[config.mk]
export PLATFORM = sky130hd
export DESIGN_NAME = note_scheduler_flat
export DESIGN_NICKNAME = d
export VERILOG_FILES = /design/src/rtl/keyboard_pkg.sv /design/src/rtl/note_scheduler_if.sv /design/src/rtl/note_scheduler_slot_table.sv /design/src/rtl/note_scheduler.sv /design/src/flat_wrapper.sv
export SDC_FILE = /design/constraint.sdc
export NUM_CORES = 1
export LEC_CHECK = 0
export ABC_AREA = 1
export CAP_MARGIN = 0
export CORE_UTILIZATION = 50
export CTS_BUF_LIST = sky130_fd_sc_hd__clkbuf_2 sky130_fd_sc_hd__clkbuf_4 sky130_fd_sc_hd__clkbuf_8
export DETAILED_ROUTE_END_ITERATION = 10
export GPL_ROUTABILITY_DRIVEN = 0
export PLACE_DENSITY = 0.69
export SYNTH_ARGS = -nofsm -noshare
export SYNTH_HDL_FRONTEND = slang
export SYNTH_SLANG_ARGS = --single-unit
[constraint.sdc]
create_clock -name clk -period 3.55 [get_ports clk]
set_input_delay 0.71 -clock clk [delete_from_list [all_inputs] [get_ports clk]]
set_output_delay 0.71 -clock clk [all_outputs]
set_load 0.01 [all_outputs]
[src/rtl/keyboard_pkg.sv]
// Shared types for the keyboard/speaker path: scheduler states, the silence
// divider and the slot-table entry layout.
package keyboard_pkg;

  localparam int NOTE_DIV_W = 22;
  localparam int CODE_W     = 9;

  localparam logic [NOTE_DIV_W-1:0] SILENCE = '0;

  typedef enum logic [1:0] {
    ST_IDLE,
    ST_PLAY,
    ST_GAP
  } state_e;

  // div is sized for the widest divider the keyboard path carries
  typedef struct packed {
    logic                  valid;
    logic [CODE_W-1:0]     code;
    logic [NOTE_DIV_W-1:0] div;
  } slot_t;

endpackage

[src/rtl/note_scheduler_if.sv]
// Press/release event channel from the key decoder into the note scheduler.
interface note_scheduler_if #(
  parameter int DIV_W = 22
);
  logic             evt_valid;
  logic             evt_press;
  logic [8:0]       evt_code;
  logic [DIV_W-1:0] evt_div;

  modport master (output evt_valid, output evt_press, output evt_code, output evt_div);
  modport slave  (input  evt_valid, input  evt_press, input  evt_code, input  evt_div);
endinterface

[src/rtl/note_scheduler_slot_table.sv]
// Held-note table: insert/release bookkeeping, occupancy count and the
// lowest-valid / circular next-valid selectors used by the scheduler FSM.
module slot_table
  import keyboard_pkg::*;
#(
  parameter  int NUM_SLOTS = 4,
  parameter  int DIV_W     = 22,
  localparam int IDX_W     = $clog2(NUM_SLOTS),
  localparam int ACT_W     = IDX_W + 1
) (
  input  logic                 clk,
  input  logic                 rst,
  note_scheduler_if.slave      evt,
  input  logic [IDX_W-1:0]     cur,
  output logic [NUM_SLOTS-1:0] valid,
  output logic [DIV_W-1:0]     div [NUM_SLOTS],
  output logic [ACT_W-1:0]     active_cnt,
  output logic [IDX_W-1:0]     lowest_idx,
  output logic [IDX_W-1:0]     next_idx,
  output logic                 drop
);

  slot_t            slot_q [NUM_SLOTS];
  slot_t            slot_d [NUM_SLOTS];
  logic             drop_q, drop_d;
  logic             hit, free_found;
  logic [IDX_W-1:0] hit_idx, free_idx, probe;

  // Descending scan so the lowest matching / free index wins
  always_comb begin
    hit        = 1'b0;
    hit_idx    = '0;
    free_found = 1'b0;
    free_idx   = '0;
    for (int i = NUM_SLOTS - 1; i >= 0; i--) begin
      if (slot_q[i].valid && (slot_q[i].code == evt.evt_code)) begin
        hit     = 1'b1;
        hit_idx = IDX_W'(i);
      end
      if (!slot_q[i].valid) begin
        free_found = 1'b1;
        free_idx   = IDX_W'(i);
      end
    end
  end

  always_comb begin
    slot_d = slot_q;
    drop_d = 1'b0;
    if (evt.evt_valid) begin
      if (evt.evt_press) begin
        if (!hit) begin
          if (free_found) begin
            slot_d[free_idx].valid = 1'b1;
            slot_d[free_idx].code  = evt.evt_code;
            slot_d[free_idx].div   = NOTE_DIV_W'(evt.evt_div);
          end else begin
            drop_d = 1'b1;
          end
        end
      end else if (hit) begin
        slot_d[hit_idx].valid = 1'b0;
      end
    end
  end

  always_comb begin
    for (int i = 0; i < NUM_SLOTS; i++) begin
      valid[i] = slot_q[i].valid;
      div[i]   = DIV_W'(slot_q[i].div);
    end
  end

  // Offset NUM_SLOTS truncates to cur itself, so a lone note is re-selected
  always_comb begin
    active_cnt = '0;
    lowest_idx = '0;
    next_idx   = cur;
    probe      = '0;
    for (int i = NUM_SLOTS - 1; i >= 0; i--) begin
      active_cnt = active_cnt + ACT_W'(slot_q[i].valid);
      if (slot_q[i].valid) lowest_idx = IDX_W'(i);
    end
    for (int k = NUM_SLOTS; k >= 1; k--) begin
      probe = cur + IDX_W'(k);
      if (slot_q[probe].valid) next_idx = probe;
    end
  end

  always_ff @(posedge clk or negedge rst) begin
    if (!rst) begin
      for (int i = 0; i < NUM_SLOTS; i++) slot_q[i] <= '0;
      drop_q <= 1'b0;
    end else begin
      slot_q <= slot_d;
      drop_q <= drop_d;
    end
  end

  assign drop = drop_q;

endmodule

[src/rtl/note_scheduler.sv]
// Round-robin arpeggiator: time-shares one speaker voice among the held notes,
// each sounding for DWELL cycles with GAP silent cycles between different notes.
module note_scheduler
  import keyboard_pkg::*;
#(
  parameter  int NUM_SLOTS = 4,
  parameter  int DWELL     = 5_000_000,
  parameter  int GAP       = 250_000,
  parameter  int DIV_W     = 22,
  localparam int IDX_W     = $clog2(NUM_SLOTS),
  localparam int ACT_W     = IDX_W + 1
) (
  input  logic              clk,
  input  logic              rst,
  note_scheduler_if.slave   evt,
  output logic [DIV_W-1:0]  note_div,
  output logic [ACT_W-1:0]  active_cnt,
  output logic [IDX_W-1:0]  cur_slot,
  output logic              drop
);

  localparam int CNT_MAX = (DWELL > GAP) ? DWELL : GAP;
  localparam int CNT_W   = (CNT_MAX > 1) ? $clog2(CNT_MAX) : 1;

  localparam logic [CNT_W-1:0] DWELL_LAST = CNT_W'(DWELL - 1);
  localparam logic [CNT_W-1:0] GAP_LAST   = CNT_W'(GAP - 1);
  localparam logic [DIV_W-1:0] MUTE       = DIV_W'(SILENCE);

  logic [NUM_SLOTS-1:0] valid;
  logic [DIV_W-1:0]     div [NUM_SLOTS];
  logic [IDX_W-1:0]     lowest_idx, next_idx;
  logic                 empty, single;

  state_e           state_q, state_d;
  logic [CNT_W-1:0] cnt_q, cnt_d;
  logic [IDX_W-1:0] cur_q, cur_d;
  logic [DIV_W-1:0] note_div_q, note_div_d;

  slot_table #(
    .NUM_SLOTS (NUM_SLOTS),
    .DIV_W     (DIV_W)
  ) u_slot_table (
    .clk        (clk),
    .rst        (rst),
    .evt        (evt),
    .cur        (cur_q),
    .valid      (valid),
    .div        (div),
    .active_cnt (active_cnt),
    .lowest_idx (lowest_idx),
    .next_idx   (next_idx),
    .drop       (drop)
  );

  assign empty  = (active_cnt == '0);
  assign single = (active_cnt == ACT_W'(1));

  // note_div is registered alongside the state, so it always matches state_q
  always_comb begin
    state_d    = state_q;
    cnt_d      = cnt_q;
    cur_d      = cur_q;
    note_div_d = MUTE;
    unique case (state_q)
      ST_IDLE: begin
        cnt_d = '0;
        if (!empty) begin
          state_d    = ST_PLAY;
          cur_d      = lowest_idx;
          note_div_d = div[lowest_idx];
        end
      end
      ST_PLAY: begin
        cnt_d      = cnt_q + 1'b1;
        note_div_d = div[cur_q];
        if (!valid[cur_q]) begin
          note_div_d = MUTE;
          cnt_d      = '0;
          state_d    = empty ? ST_IDLE : ST_GAP;
        end else if (cnt_q == DWELL_LAST) begin
          cnt_d = '0;
          if (!single) begin
            state_d    = ST_GAP;
            note_div_d = MUTE;
          end
        end
      end
      ST_GAP: begin
        cnt_d = cnt_q + 1'b1;
        if (empty) begin
          state_d = ST_IDLE;
          cnt_d   = '0;
        end else if (cnt_q == GAP_LAST) begin
          state_d    = ST_PLAY;
          cnt_d      = '0;
          cur_d      = next_idx;
          note_div_d = div[next_idx];
        end
      end
      default: state_d = ST_IDLE;
    endcase
  end

  always_ff @(posedge clk or negedge rst) begin
    if (!rst) begin
      state_q    <= ST_IDLE;
      cnt_q      <= '0;
      cur_q      <= '0;
      note_div_q <= MUTE;
    end else begin
      state_q    <= state_d;
      cnt_q      <= cnt_d;
      cur_q      <= cur_d;
      note_div_q <= note_div_d;
    end
  end

  assign note_div = note_div_q;
  assign cur_slot = cur_q;

endmodule

[src/flat_wrapper.sv]
// flat-port wrapper written by rule: the top's interface ports become plain ports
module note_scheduler_flat import keyboard_pkg::*;
#(
  parameter  int NUM_SLOTS = 4,
  parameter  int DWELL     = 5_000_000,
  parameter  int GAP       = 250_000,
  parameter  int DIV_W     = 22,
  localparam int IDX_W     = $clog2(NUM_SLOTS),
  localparam int ACT_W     = IDX_W + 1
)
  (clk, rst, note_div, active_cnt, cur_slot, drop, evt_evt_valid, evt_evt_press, evt_evt_code, evt_evt_div);
  note_scheduler_if #(.DIV_W(DIV_W)) evt_i ();
  input  logic clk;
  input  logic rst;
  output logic [DIV_W-1:0] note_div;
  output logic [ACT_W-1:0] active_cnt;
  output logic [IDX_W-1:0] cur_slot;
  output logic drop;
  input wire logic [$bits(evt_i.evt_valid)-1:0] evt_evt_valid;
  input wire logic [$bits(evt_i.evt_press)-1:0] evt_evt_press;
  input wire logic [$bits(evt_i.evt_code)-1:0] evt_evt_code;
  input wire logic [$bits(evt_i.evt_div)-1:0] evt_evt_div;
  assign evt_i.evt_valid = evt_evt_valid;
  assign evt_i.evt_press = evt_evt_press;
  assign evt_i.evt_code = evt_evt_code;
  assign evt_i.evt_div = evt_evt_div;
  note_scheduler #(.NUM_SLOTS(NUM_SLOTS), .DWELL(DWELL), .GAP(GAP), .DIV_W(DIV_W)) u_core (.clk(clk), .rst(rst), .evt(evt_i), .note_div(note_div), .active_cnt(active_cnt), .cur_slot(cur_slot), .drop(drop));
endmodule
==> reports/results.ini <==
[placed_design]
place_area_um2=11800
place.detailed.hpwl_um=20200
portBuffers=62

[yosys]
ys_warn_count=0
seq_area_frac_synth_pct=39.9
syn_area_um2=11200
synth_top_area_share_pct=39.9
postSynthCellCount=1558
synth_cell_types=44
syn_nets=1601
yosys.area.top_type=dfrtp_1
ys_ff_latch=178
avgSynthCellArea_um2=7.17
synth_area_leaders=dfrtp_1, nand2_1, nand4_1

[global_routing]
grt-ovfl-total=0
grt_max_degree=109
grt_pass1_wl_um=55000
globalRouteTotalUtil_pct=31.1
grt_pass1_vias=10300
antenna_found_initial=0

[setup_path]
cp_top_family=adder cells
path_cells=inv_1, fa_1, inv_1, ha_1, ha_1, clkdlybuf4s50_1
slowest_stage=fa_1
critical_path.max_stage_delay_ns=0.55
worstPathArrival_ns=2.73
cp-start-kind=flop
r2r_start=u_core.u_slot_table.valid[3]
endpoint_kind=primary output
crit_required_ns=2.84
crit_type=flop to primary output
crit_buf_inv=3
crit_path_start=u_core.u_slot_table.valid[3]
cp_max_fo=8

[clock_network]
cts-root-buf=clkbuf_8
ctsHoldBuffers=0
cts_made_buffers=17
clock_path_buffers=2
cts.clk_slew.worst_paths_ns=0.10
clock_latency_ns=0.48
cts_max_level=4
tritoncts=done
clock_sinks=178
post_cts_buffers=0
cts.repair.resized=1

[routing]
drt_iter0_drc=1112
vias=11100
first_pass_iters=8
route.antenna.remaining_nets=0
drc=0
wl_per_cell_um=18.7
finalWirelength_um=34600
detail_route.vias_per_cell=5.99

[timing]
fin_tns_setup_ns=0
slew_headroom_pct=35.1
tightest_slew_ns=0.971
finalClockSkew_ns=0.0169
final_max_slew_viol_count=0
setup_viol=0
hold_viol=0
rsz0062_at_grt=false
timing.fmax_mhz=291
holdWs_ns=0.178
period_needed_ns=3.44
timing.final.crit_share_pct=96.8

[die]
die_y_um=151
io-pin-count=63
fp.coreArea_um2=21900
start_util_pct=51.0
rows=54
dieArea_um2=22900
die_x_um=151

[outcome]
status=finished, final reports clean

[job]
cap_violations=0

[final_layout]
layout.nets=1603
finalInstanceArea_um2=12200
multiInputGateArea_um2=5640
fillers=2152
seqCellArea_um2=4460
n_antenna_cell=0
layout-drive-gt1-share_pct=7.50
utilization_pct=55.7
syn_to_final_growth_pct=9.05

[power]
p_per_area_nw_per_um2=932
peakVddDrop_uv=906
power.leakage_uw=0.00576

[hold_path]
hp-class=input port to async pin

-- path summary, 6_finish.rpt --
check                      slack (ns)  cells after the start                         endpoint
hold / removal                   0.18                      1                 u_core.cnt_q[16]
setup / recovery                 0.11                      6                    active_cnt[1]
max in group asynchronous        2.45                      2      u_core.u_slot_table.div[33]
hold reg to reg                  0.49                      2  u_core.u_slot_table.slot_q[119]
setup reg to reg                 0.31                     11                 u_core.cnt_q[20]
min in group clk                 0.49                      2  u_core.u_slot_table.slot_q[119]
-- flip-flops by register name (all words and copies together), names as in the netlist --
register / cells
u_core.u_slot_table.drop: 1
u_core.cur_slot: 2
u_core.note_div: 22
u_core.cnt_q: 23
u_core.u_slot_table.div: 88
u_core.u_slot_table.slot_q: 36
u_core.state_q: 2
u_core.u_slot_table.valid: 4
-- synthesized netlist by cell type --
cell type	instances
nand3_4	1
nor3_2	1
buf_2	31
o22ai_1	48
buf_4	31
a21oi_2	1
nand2_4	3
clkinv_1	2
o221ai_1	1
ha_1	7
o21ai_1	3
nor4_2	1
nand4_1	135
clkbuf_1	36
o31ai_1	1
or2_2	4
nor2_1	68
o21ai_2	1
xor2_1	18
dfrtp_1	178
o2bb2ai_1	21
nor3_1	33
nand3_2	4
buf_1	1
nor4_1	2
a21oi_1	50
inv_2	14
nand3b_1	1
inv_4	1
nor2_4	2
nand3_1	145
buf_6	16
inv_1	84
nand2_2	7
nor3b_1	1
fa_1	1
a31oi_1	1
a32oi_1	1
o21ai_4	1
o211ai_1	4
o21ai_0	34
xnor2_1	2
nor2_2	1
nand2_1	560
-- cell usage in the layout, fill, tap and decap left out, drive strengths merged, types with 2 or more instances in the layout --
master,instances
nand4,135
inv,104
o2bb2ai,21
clkinv,5
ha,7
buf,37
o22ai,48
clkbuf,20
o21ai,39
xnor2,2
dfrtp,178
xor2,18
nand2,570
o211ai,4
nor3,34
a21oi,51
or2,4
nand3,150
nor4,3
clkinvlp,3
nor2,71
clkdlybuf4s50,61
-- final cells by class --
class / instances / area share, %
multi-input combinational: 1164 / 46.3
sequential: 178 / 36.6
timing repair buffer: 98 / 7.94
inverter: 101 / 3.14
tap: 280 / 2.88
clock buffer: 20 / 2.16
clock inverter: 12 / 1.01
-- layer usage --
| layer | track usage (%) | vias up | part of all wire [%] |
|---|---|---|---|
| met5 | 0 | - | 0 |
| met4 | 12.6 | 0 | 3.0 |
| met3 | 5.51 | 107 | 8.6 |
| met2 | 49.5 | 573 | 46 |
| met1 | 41.8 | 5200 | 42 |
| li1 | - | 5226 | - |
-- worst register-to-register path, delay by kind of cell, from the launching register on --
family | cells | cell delay (ns)
AOI/OAI and AO/OA | 1 | 0.59
adders and majority gates | 3 | 1.06
buffers and inverters | 3 | 0.31
DFF | 1 | 0.47
and+or+nand+nor | 4 | 0.71
-- kinds of logic (layout without fill, tap and decap cells) --
| kind of cell | after synthesis | count (layout) | synth area share, % |
|---|---|---|---|
| fa+ha+maj | 8 | 8 | 0.963 |
| xor+xnor | 20 | 20 | 1.57 |
| simple gates | 969 | 969 | 38.8 |
| buf+inv | 216 | 231 | 9.74 |
| flops | 178 | 178 | 39.9 |
| compound gates | 167 | 167 | 9.08 |
-- metrics by stage --
stage	std cells	setup WS (ns)	total power, µW
global placement	1821	0.226	9660
CTS	1853	0.0324	11200
finish	1853	0.112	11400
detailed placement	1821	0.145	9790
global route	1853	0.00992	12200
floorplan	1558	0.813	8030
-- report_power, final --
group,switching (µW),leakage (µW),internal [µW],total [µW]
registers,805,0.00232,2830,3630
clock network,803,0.000189,605,1410
logic,4250,0.00325,2060,6310
(Power assumes the default switching activity.)
